`src/rtl/keypad_scan_fsm_pkg.sv`:
```
// -----------------------------------------------------------------------------
// keypad_scan_fsm_pkg
// Shared definitions for the 4x4 keypad scanner:
//   - kp_state_e : one-hot scanner state encoding (SCAN, DEBOUNCE, PRESSED, RELEASE)
//   - COL_RESET  : column drive pattern after reset
//   - lowest_set_idx / onehot_idx / rotl1 : small index/rotation helpers
// -----------------------------------------------------------------------------
package keypad_scan_fsm_pkg;

    typedef enum logic [3:0] {
        SCAN     = 4'b0001,
        DEBOUNCE = 4'b0010,
        PRESSED  = 4'b0100,
        RELEASE  = 4'b1000
    } kp_state_e;

    localparam logic [3:0] COL_RESET = 4'b0001;

    // Index of the lowest set bit; with several rows pressed the lowest row wins.
    function automatic logic [1:0] lowest_set_idx(input logic [3:0] v);
        logic [1:0] idx;
        if (v[0]) begin
            idx = 2'd0;
        end else if (v[1]) begin
            idx = 2'd1;
        end else if (v[2]) begin
            idx = 2'd2;
        end else if (v[3]) begin
            idx = 2'd3;
        end else begin
            idx = 2'd0;
        end
        return idx;
    endfunction

    // Index of a one-hot column drive; anything else maps to column 0.
    function automatic logic [1:0] onehot_idx(input logic [3:0] v);
        logic [1:0] idx;
        case (v)
            4'b0001: idx = 2'd0;
            4'b0010: idx = 2'd1;
            4'b0100: idx = 2'd2;
            4'b1000: idx = 2'd3;
            default: idx = 2'd0;
        endcase
        return idx;
    endfunction

    // Rotate a 4-bit column pattern left by one (0001 -> 0010 -> ... -> 0001).
    function automatic logic [3:0] rotl1(input logic [3:0] v);
        return {v[2:0], v[3]};
    endfunction

endpackage

```
`src/rtl/keypad_scan_fsm_tick_gen.sv`:
```
// -----------------------------------------------------------------------------
// keypad_scan_fsm_tick_gen
// Free-running prescaler producing a registered one-clock scan_tick every
// SCAN_DIV clocks. The first tick arrives on the SCAN_DIV-th clock edge after
// reset is released.
// Ports:
//   clk          in  system clock
//   reset_p      in  asynchronous reset, active-high
//   scan_tick_o  out 1-clk strobe every SCAN_DIV clocks
// Parameters:
//   SCAN_DIV     clocks per tick, >= 2
// -----------------------------------------------------------------------------
module keypad_scan_fsm_tick_gen #(
    parameter logic [16:0] SCAN_DIV = 17'd100000
) (
    input  logic clk,
    input  logic reset_p,
    output logic scan_tick_o
);

    logic [16:0] div_cnt_q;
    logic [16:0] div_cnt_d;
    logic        tick_q;
    logic        tick_d;

    // Prescaler next-count and tick decode (tick registered one count early).
    always_comb begin
        div_cnt_d = div_cnt_q;
        tick_d    = 1'b0;
        if (div_cnt_q == (SCAN_DIV - 17'd1)) begin
            div_cnt_d = 17'd0;
        end else begin
            div_cnt_d = div_cnt_q + 17'd1;
        end
        if (div_cnt_q == (SCAN_DIV - 17'd2)) begin
            tick_d = 1'b1;
        end else begin
            tick_d = 1'b0;
        end
    end

    // Prescaler and tick registers.
    always_ff @(posedge clk or posedge reset_p) begin
        if (reset_p) begin
            div_cnt_q <= 17'd0;
            tick_q    <= 1'b0;
        end else begin
            div_cnt_q <= div_cnt_d;
            tick_q    <= tick_d;
        end
    end

    assign scan_tick_o = tick_q;

endmodule

```
`src/rtl/keypad_scan_fsm.sv`:
```
// -----------------------------------------------------------------------------
// keypad_scan_fsm
// 4x4 matrix keypad scanner with debounce. Drives one column at a time,
// samples the rows on each scan tick, debounces press and release, and
// presents a held key code with a level-valid flag.
// Ports:
//   clk        in  1  system clock
//   reset_p    in  1  asynchronous reset, active-high
//   row        in  4  row sense, active-high
//   col        out 4  column drive, one-hot, active-high
//   key_value  out 4  {row_idx, col_idx} of the last accepted key (held after release)
//   key_valid  out 1  high while a debounced key is held
// Build option:
//   KEYPAD_SCAN_AUTOREPEAT_EN : while a key is held, key_valid drops for one
//   clock every REPEAT_TICKS scan ticks so the consumer sees a fresh edge.
// -----------------------------------------------------------------------------
module keypad_scan_fsm
    import keypad_scan_fsm_pkg::*;
#(
    parameter logic [16:0] SCAN_DIV       = 17'd100000,
    parameter logic [3:0]  DEBOUNCE_TICKS = 4'd8,
    parameter logic [7:0]  REPEAT_TICKS   = 8'd50
) (
    input  logic       clk,
    input  logic       reset_p,
    input  logic [3:0] row,
    output logic [3:0] col,
    output logic [3:0] key_value,
    output logic       key_valid
);

    kp_state_e  state_q;
    kp_state_e  state_d;
    logic [3:0] col_q;
    logic [3:0] col_d;
    logic [3:0] row_snap_q;
    logic [3:0] row_snap_d;
    logic [3:0] deb_cnt_q;
    logic [3:0] deb_cnt_d;
    logic [3:0] key_value_q;
    logic [3:0] key_value_d;
    logic       key_valid_q;
    logic       key_valid_d;
    logic       scan_tick_s;
    logic [4:0] deb_inc_s;
    logic       deb_done_s;
    logic       rpt_fire_s;

    keypad_scan_fsm_tick_gen #(
        .SCAN_DIV (SCAN_DIV)
    ) u_tick (
        .clk         (clk),
        .reset_p     (reset_p),
        .scan_tick_o (scan_tick_s)
    );

    // Incremented debounce count and "this tick completes the window" flag.
    always_comb begin
        deb_inc_s  = {1'b0, deb_cnt_q} + 5'd1;
        deb_done_s = (deb_inc_s >= ({1'b0, DEBOUNCE_TICKS} - 5'd1));
    end

    // Scanner next-state, column, snapshot and debounce counter.
    always_comb begin
        state_d    = state_q;
        col_d      = col_q;
        row_snap_d = row_snap_q;
        deb_cnt_d  = deb_cnt_q;
        if (scan_tick_s) begin
            case (state_q)
                SCAN: begin
                    if (row == 4'd0) begin
                        col_d = rotl1(col_q);
                    end else begin
                        // Column is held so the debounce samples the same key.
                        row_snap_d = row;
                        deb_cnt_d  = 4'd0;
                        state_d    = DEBOUNCE;
                    end
                end
                DEBOUNCE: begin
                    if (row == row_snap_q) begin
                        deb_cnt_d = deb_inc_s[3:0];
                        if (deb_done_s) begin
                            state_d = PRESSED;
                        end else begin
                            state_d = DEBOUNCE;
                        end
                    end else begin
                        // Bounce: resample the same column on the next tick.
                        state_d = SCAN;
                    end
                end
                PRESSED: begin
                    if (row == 4'd0) begin
                        deb_cnt_d = 4'd0;
                        state_d   = RELEASE;
                    end else begin
                        state_d = PRESSED;
                    end
                end
                RELEASE: begin
                    if (row == 4'd0) begin
                        deb_cnt_d = deb_inc_s[3:0];
                        if (deb_done_s) begin
                            col_d   = rotl1(col_q);
                            state_d = SCAN;
                        end else begin
                            state_d = RELEASE;
                        end
                    end else begin
                        // Release glitch: key is still down.
                        deb_cnt_d = 4'd0;
                        state_d   = PRESSED;
                    end
                end
                default: begin
                    state_d = SCAN;
                end
            endcase
        end else begin
            state_d = state_q;
        end
    end

`ifdef KEYPAD_SCAN_AUTOREPEAT_EN
    logic [7:0] rpt_cnt_q;
    logic [7:0] rpt_cnt_d;

    // Auto-repeat tick counter; only runs while the key is held in PRESSED.
    always_comb begin
        rpt_cnt_d  = rpt_cnt_q;
        rpt_fire_s = 1'b0;
        if (state_q != PRESSED) begin
            rpt_cnt_d = 8'd0;
        end else if (scan_tick_s && (row != 4'd0)) begin
            if (rpt_cnt_q >= (REPEAT_TICKS - 8'd1)) begin
                rpt_cnt_d  = 8'd0;
                rpt_fire_s = 1'b1;
            end else begin
                rpt_cnt_d = rpt_cnt_q + 8'd1;
            end
        end else begin
            rpt_cnt_d = rpt_cnt_q;
        end
    end

    // Auto-repeat counter register.
    always_ff @(posedge clk or posedge reset_p) begin
        if (reset_p) begin
            rpt_cnt_q <= 8'd0;
        end else begin
            rpt_cnt_q <= rpt_cnt_d;
        end
    end
`else
    // No auto-repeat: the gap strobe is tied low. REPEAT_TICKS is still
    // referenced so the parameter list is identical in both builds.
    assign rpt_fire_s = 1'b0 & (REPEAT_TICKS != 8'd0);
`endif

    // Output next-values: valid follows the held states one clock later,
    // the code is captured while PRESSED and kept after release.
    always_comb begin
        key_valid_d = 1'b0;
        key_value_d = key_value_q;
        if (((state_q == PRESSED) || (state_q == RELEASE)) && !rpt_fire_s) begin
            key_valid_d = 1'b1;
        end else begin
            key_valid_d = 1'b0;
        end
        if (state_q == PRESSED) begin
            key_value_d = {lowest_set_idx(row_snap_q), onehot_idx(col_q)};
        end else begin
            key_value_d = key_value_q;
        end
    end

    // State, datapath and output registers.
    always_ff @(posedge clk or posedge reset_p) begin
        if (reset_p) begin
            state_q     <= SCAN;
            col_q       <= COL_RESET;
            row_snap_q  <= 4'd0;
            deb_cnt_q   <= 4'd0;
            key_value_q <= 4'd0;
            key_valid_q <= 1'b0;
        end else begin
            state_q     <= state_d;
            col_q       <= col_d;
            row_snap_q  <= row_snap_d;
            deb_cnt_q   <= deb_cnt_d;
            key_value_q <= key_value_d;
            key_valid_q <= key_valid_d;
        end
    end

    assign col       = col_q;
    assign key_value = key_value_q;
    assign key_valid = key_valid_q;

endmodule

```
`config.mk`:
```
export PLATFORM = sky130hd
export DESIGN_NAME = keypad_scan_fsm
export DESIGN_NICKNAME = d
export VERILOG_FILES = /design/src/rtl/keypad_scan_fsm_pkg.sv /design/src/rtl/keypad_scan_fsm_tick_gen.sv /design/src/rtl/keypad_scan_fsm.sv
export SDC_FILE = /design/constraint.sdc
export NUM_CORES = 1
export LEC_CHECK = 0
export CORE_MARGIN = 5
export CORE_UTILIZATION = 55
export CTS_CLUSTER_DIAMETER = 120
export DETAILED_ROUTE_END_ITERATION = 10
export PLACE_DENSITY = 0.88
export SLEW_MARGIN = 5
export SYNTH_ARGS = -nofsm -noshare
export SYNTH_HDL_FRONTEND = slang
export SYNTH_HIERARCHICAL = 1
export SYNTH_SLANG_ARGS = --single-unit
```
`constraint.sdc`:
```
create_clock -name clk -period 3.76 [get_ports clk]
set_input_delay 0.752 -clock clk [delete_from_list [all_inputs] [get_ports clk]]
set_output_delay 0.752 -clock clk [all_outputs]
set_load 0.02 [all_outputs]
```
# Yosys cells after proc, flatten, opt, wreduce, memory -nomap -nowiden
# Cells that the tools add are included.
[word_totals]
register_bits = 39
output_inout_bits = 9
word_cells = 60
inputBits = 6
[op_classes]
bitwise_logic = 1
muxes = 24
n_reduce_logical = 8
eq_ne = 16
addsub = 2
order_cmp = 1
[ops]
columns = ["operator", "n"]
rows = [
  ["$mux 4", 12],
  ["$eq 17x17->1 const B", 2],
  ["$pmux 4 s4", 2],
  ["$add 17x1->17 const B", 1],
  ["$mux 17", 1],
  ["$ne 2x2->1 const B", 6],
  ["$reduce_and 5->1", 2],
  ["$eq 4x2->1 const B", 2],
  ["$eq 4x3->1 const B", 2],
  ["$eq 4x4->1 const B", 2],
  ["$mux 2", 4],
  ["$pmux 4 s2", 1],
  ["$pmux 2 s3", 1],
  ["$add 4x1->5 const B", 1],
  ["$ge 5x3->1 const B", 1],
  ["$eq 4x1->1 const B", 1],
  ["$eq 4x4->1", 1],
  ["$logic_not 4->1", 1],
  ["$reduce_bool 4->1", 1],
  ["$mux 3", 1],
  ["$reduce_and 3->1", 1],
  ["$mux 1", 2],
  ["$reduce_and 2->1", 1],
  ["$reduce_bool 2->1", 1],
  ["2 further kinds", 2],
]

# Longest topological paths before layout
[logic_depth]
word_depth = 5
ltp_mapped = 7
mapped_depth_nobuf = 7

# By module
# Netlist, hierarchy kept.
[by_module_without_submodules]
columns = ["mod", "seq_area_each_um2", "area_per_inst_um2", "cells_each", "instances"]
rows = [
  ["keypad_scan_fsm", 528.0, 1134.8, 112, 1],
  ["keypad_scan_fsm_tick_gen", 450.4, 849.6, 81, 1],
]

# Worst setup path after synthesis
# OpenSTA, ideal clock, no wires.
[synth_path]
path_type = "input-to-reg"
start = "input row[0]"
end = "register deb_cnt_q[2]"
setup_ns = 0.090
t_arrival_ns = 1.877
required_time_ns = 3.670
n_path_buf = 0
path_stages = 5
path_slack_ns = 1.792
cell_sequence = "or4_4 > nand2_1 > a31oi_1 > o22a_2 > o221ai_1"
[synth_via]
elab_chain_cells = 3
word_cells_on_any_way = 8
cone_classes = "eq/ne: 4; mux: 2; reduce/logical: 2"
[synth_lines]
columns = ["element", "line", "text"]
rows = [
  ["from (decl)", "keypad_scan_fsm.sv:26", "input logic [3:0] row,"],
  ["$eq 4x4->1 / $logic_not 4->1 (equally long branches)", "n/a", ""],
  ["$ne 2x2->1 (no source line) / $mux 4 (equally long branches)", "n/a", ""],
  ["$reduce_and 5->1 (no source line) / $pmux 4 s4 (equally long branches)", "n/a", ""],
  ["to (signal assigned)", "keypad_scan_fsm.sv:192", "deb_cnt_q <= deb_cnt_d;"],
  ["to (decl)", "keypad_scan_fsm.sv:38", "logic [3:0] deb_cnt_q;"],
]
# Parallel ways exist; a longest one is shown, timed or not.
# A chain may end at the register's enable or synchronous reset.

# Worst setup path in the final report
[layout_path]
start = "input row[0]"
end = "register deb_cnt_q[1]"
# The elaborated chain is that of the path after synthesis.

==> impl_metrics.ini <==
[finish]
diodes = 0
drive_above_1_share_pct = 9.39
fill_cells = 276
area_growth_pct = 12.5
fin_nets = 223

[drt]
wl_mm = 3.66
post_drt_wl_per_cell_um = 14.1
drc = 0
drt_first_pass_iters = 4
drt-vias-per-instance = 5.67
ant_nets = 0
initialDrtViolationCount = 73
vias = 1469

[clocking]
cts_tree = built
postCtsSetupBuffers = 0
clk_path_buf_depth = 2
root_buffer = clkbuf_4
hold_buffers = 0
cts_buffers = 5
insertion_delay_ps = 340
clock-sinks = 39
clkSlewWorstSetupHoldPaths_ps = 90
htree_levels = 2
cts_resized = 0

[setup_path]
critPathLaunchType = input port
slowest_delay_ps = 570
crit_arrival_ps = 2610
end_kind = register
cp_max_fo = 5
critical_path_class = in -> reg
crit_path_cell_trace = clkdlybuf4s50_1 > nor4_2 > nand3b_1 > a211oi_2 > o21ai_1 > o22ai_1
required_ps = 4010
reg2reg_depth = 7
critical_path_depth = 6
crit_family = simple AND/OR/NAND/NOR gates
cp_slowest_cell = nor4_2
crit_buf_inv = 1

[logic_synthesis]
synth.avg_cell_area_um2 = 10.3
synth-warning-count = 6
synth-async-reset-ratio_pct = 100
yosys.area.top_type_share_pct = 46.7
synth-edff-count = 0
synthTopCellsByArea = dfrtp_1 47%, xnor2_1 6.2%, nor2_1 4.0%, xor2_1 3.1%, nand2_1 3.0%
syn-cell-area_mm2 = 0.00198
synth_cell_type_count = 46
yosys.area.top_type = dfrtp_1
ys.flop_type = dfrtp_1
seq_area_frac_synth_pct = 49.3
ys_seq_elements = 39
syn-num-nets = 203
synthCells = 193

[sta]
finalSetupViolations = 0
relSlewSlack_pct = 49.7
period_share_pct = 62.7
final-hold-violation-count = 0
skew_ps = 15.0
whs_ps = 487
rsz0062_at_grt = no
min_period_ps = 2360
tightestPinTransition_ps = 753
drv_slew = 0
setup_tns_ps = 0
fmax_mhz = 424

[pwr]
power.total_mw = 0.657
cellPowerDensity_mw_per_mm2 = 294
power_leakage_nw = 0.948
vdd_drop_max_v = 0.000227

[job]
max-cap-violations = 0

[global_routing]
grt_max_degree = 22
grt-ovfl-total = 0
grt_pass1_wl_mm = 6.27
grt_pass1_vias = 1358
antenna_found_initial = 0
grt_usage_pct = 16.3

[floorplan]
initial_core_util_pct = 58.1
die_h_um = 70.1
fp.dieW_um = 70.1
core_mm2 = 0.00342
row_count = 21
die_area_mm2 = 0.00491
io_pins = 15

[worst_hold_path]
hold_class = reg -> reg
hold-path-cell-count = 2

[placement]
portBuffers = 14
gp_congestion = 0.930
dp_hpwl_mm = 2.76

[outcome]
status = finished clean
flip-flops by register name (all words and copies together) (netlist names):
signal and cells:
deb_cnt_q 4, u_tick/div_cnt_q 17, col 4, key_valid 1, state_q 4, key_value 4, row_snap_q 4, u_tick/scan_tick_o 1
final cells by class:
class | count | area [um^2] | share of cell area [%]
sequential | 39 | 978 | 43.8
multi-input combinational | 141 | 956 | 42.8
timing repair buffer | 14 | 140 | 6.27
tap | 46 | 57.6 | 2.58
clock buffer | 6 | 51.3 | 2.30
inverter | 12 | 45.0 | 2.02
clock inverter | 1 | 5.00 | 0.224
Yosys cell counts, types with 4 or more instances:
cell type   n
nand2_1    16
nor2_1     21
a21oi_1     5
nor2b_1     4
nand3_1    10
xor2_1      7
nand4_1     6
xnor2_1    14
nor3_1      6
ha_1        4
mux2_2      4
inv_1      12
dfrtp_1    37
cell usage in the layout, fill, tap and decap left out, drive strengths merged, types with 3 or more instances in the layout:
master and n:
nand2b 3, xor2 7, nand2 16, nand4 7, nor3 6, xnor2 14, mux2 5, dfrtp 37
a22o 3, nor2 21, nand3 11, inv 12, o31ai 3, o41ai 3, nor2b 4, ha 4
clkbuf 6, a21oi 5, clkdlybuf4s50 14
per-layer routing:
| metal | up-vias | global-route usage (%) | part of all wire [%] |
|---|---|---|---|
| li1 | 728 | - | - |
| met1 | 706 | 20.0 | 44 |
| met2 | 29 | 27.2 | 51 |
| met3 | 6 | 4.30 | 4.4 |
| met4 | 0 | 6.38 | 1.5 |
| met5 | - | 0 | 0 |
tightest hold or removal path, cell delays in order (launching register included):
cell     delay, ps
dfrtp_1        350
nand2_1         50
o41ai_1         60
per-stage QoR:
step / instances / setup slack (ps) / utilization [%] / cell area, um^2
6_report: 259 / 1400 / 65.4 / 2230
2_1_floorplan: 193 / 1790 / - / 1980
3_5_place_dp: 252 / 1110 / 63.7 / 2180
3_3_place_gp: 252 / 1180 / 63.7 / 2180
5_1_grt: 259 / 1320 / 65.4 / 2230
4_1_cts: 259 / 1440 / 65.4 / 2230
cells by family (layout without fill, tap and decap cells):
group           Yosys count  after routing  share of synthesized area [%]
simple gates             81             81                           21.7
flops                    39             39                           49.3
compound gates           28             28                           10.8
xor+xnor                 21             21                           9.27
buf+inv                  13             33                           2.52
mux                       7              7                           3.85
fa+ha+maj                 4              4                           2.52
worst paths after layout:
check	slack, ps	from	end
max	1400	row[0]	deb_cnt_q[1]$_DFFE_PP0P_
min	490	key_value[0]$_DFFE_PP0P_	key_value[0]$_DFFE_PP0P_
max reg2reg	1670	deb_cnt_q[0]$_DFFE_PP0P_	col[3]$_DFFE_PP0P_
min reg2reg	490	key_value[0]$_DFFE_PP0P_	key_value[0]$_DFFE_PP0P_
max in group asynchronous	2410	reset_p	state_q[1]$_DFFE_PP0P_
min in group asynchronous	830	reset_p	u_tick/div_cnt_q[12]$_DFF_PP0_
where the power goes:
part | internal, mW | switching (mW)
Combinational | 0.0104 | 0.0165
Sequential | 0.421 | 0.00136
Clock | 0.0866 | 0.122
Total | 0.518 | 0.140
No activity file was read; power rests on OpenSTA's default activity.
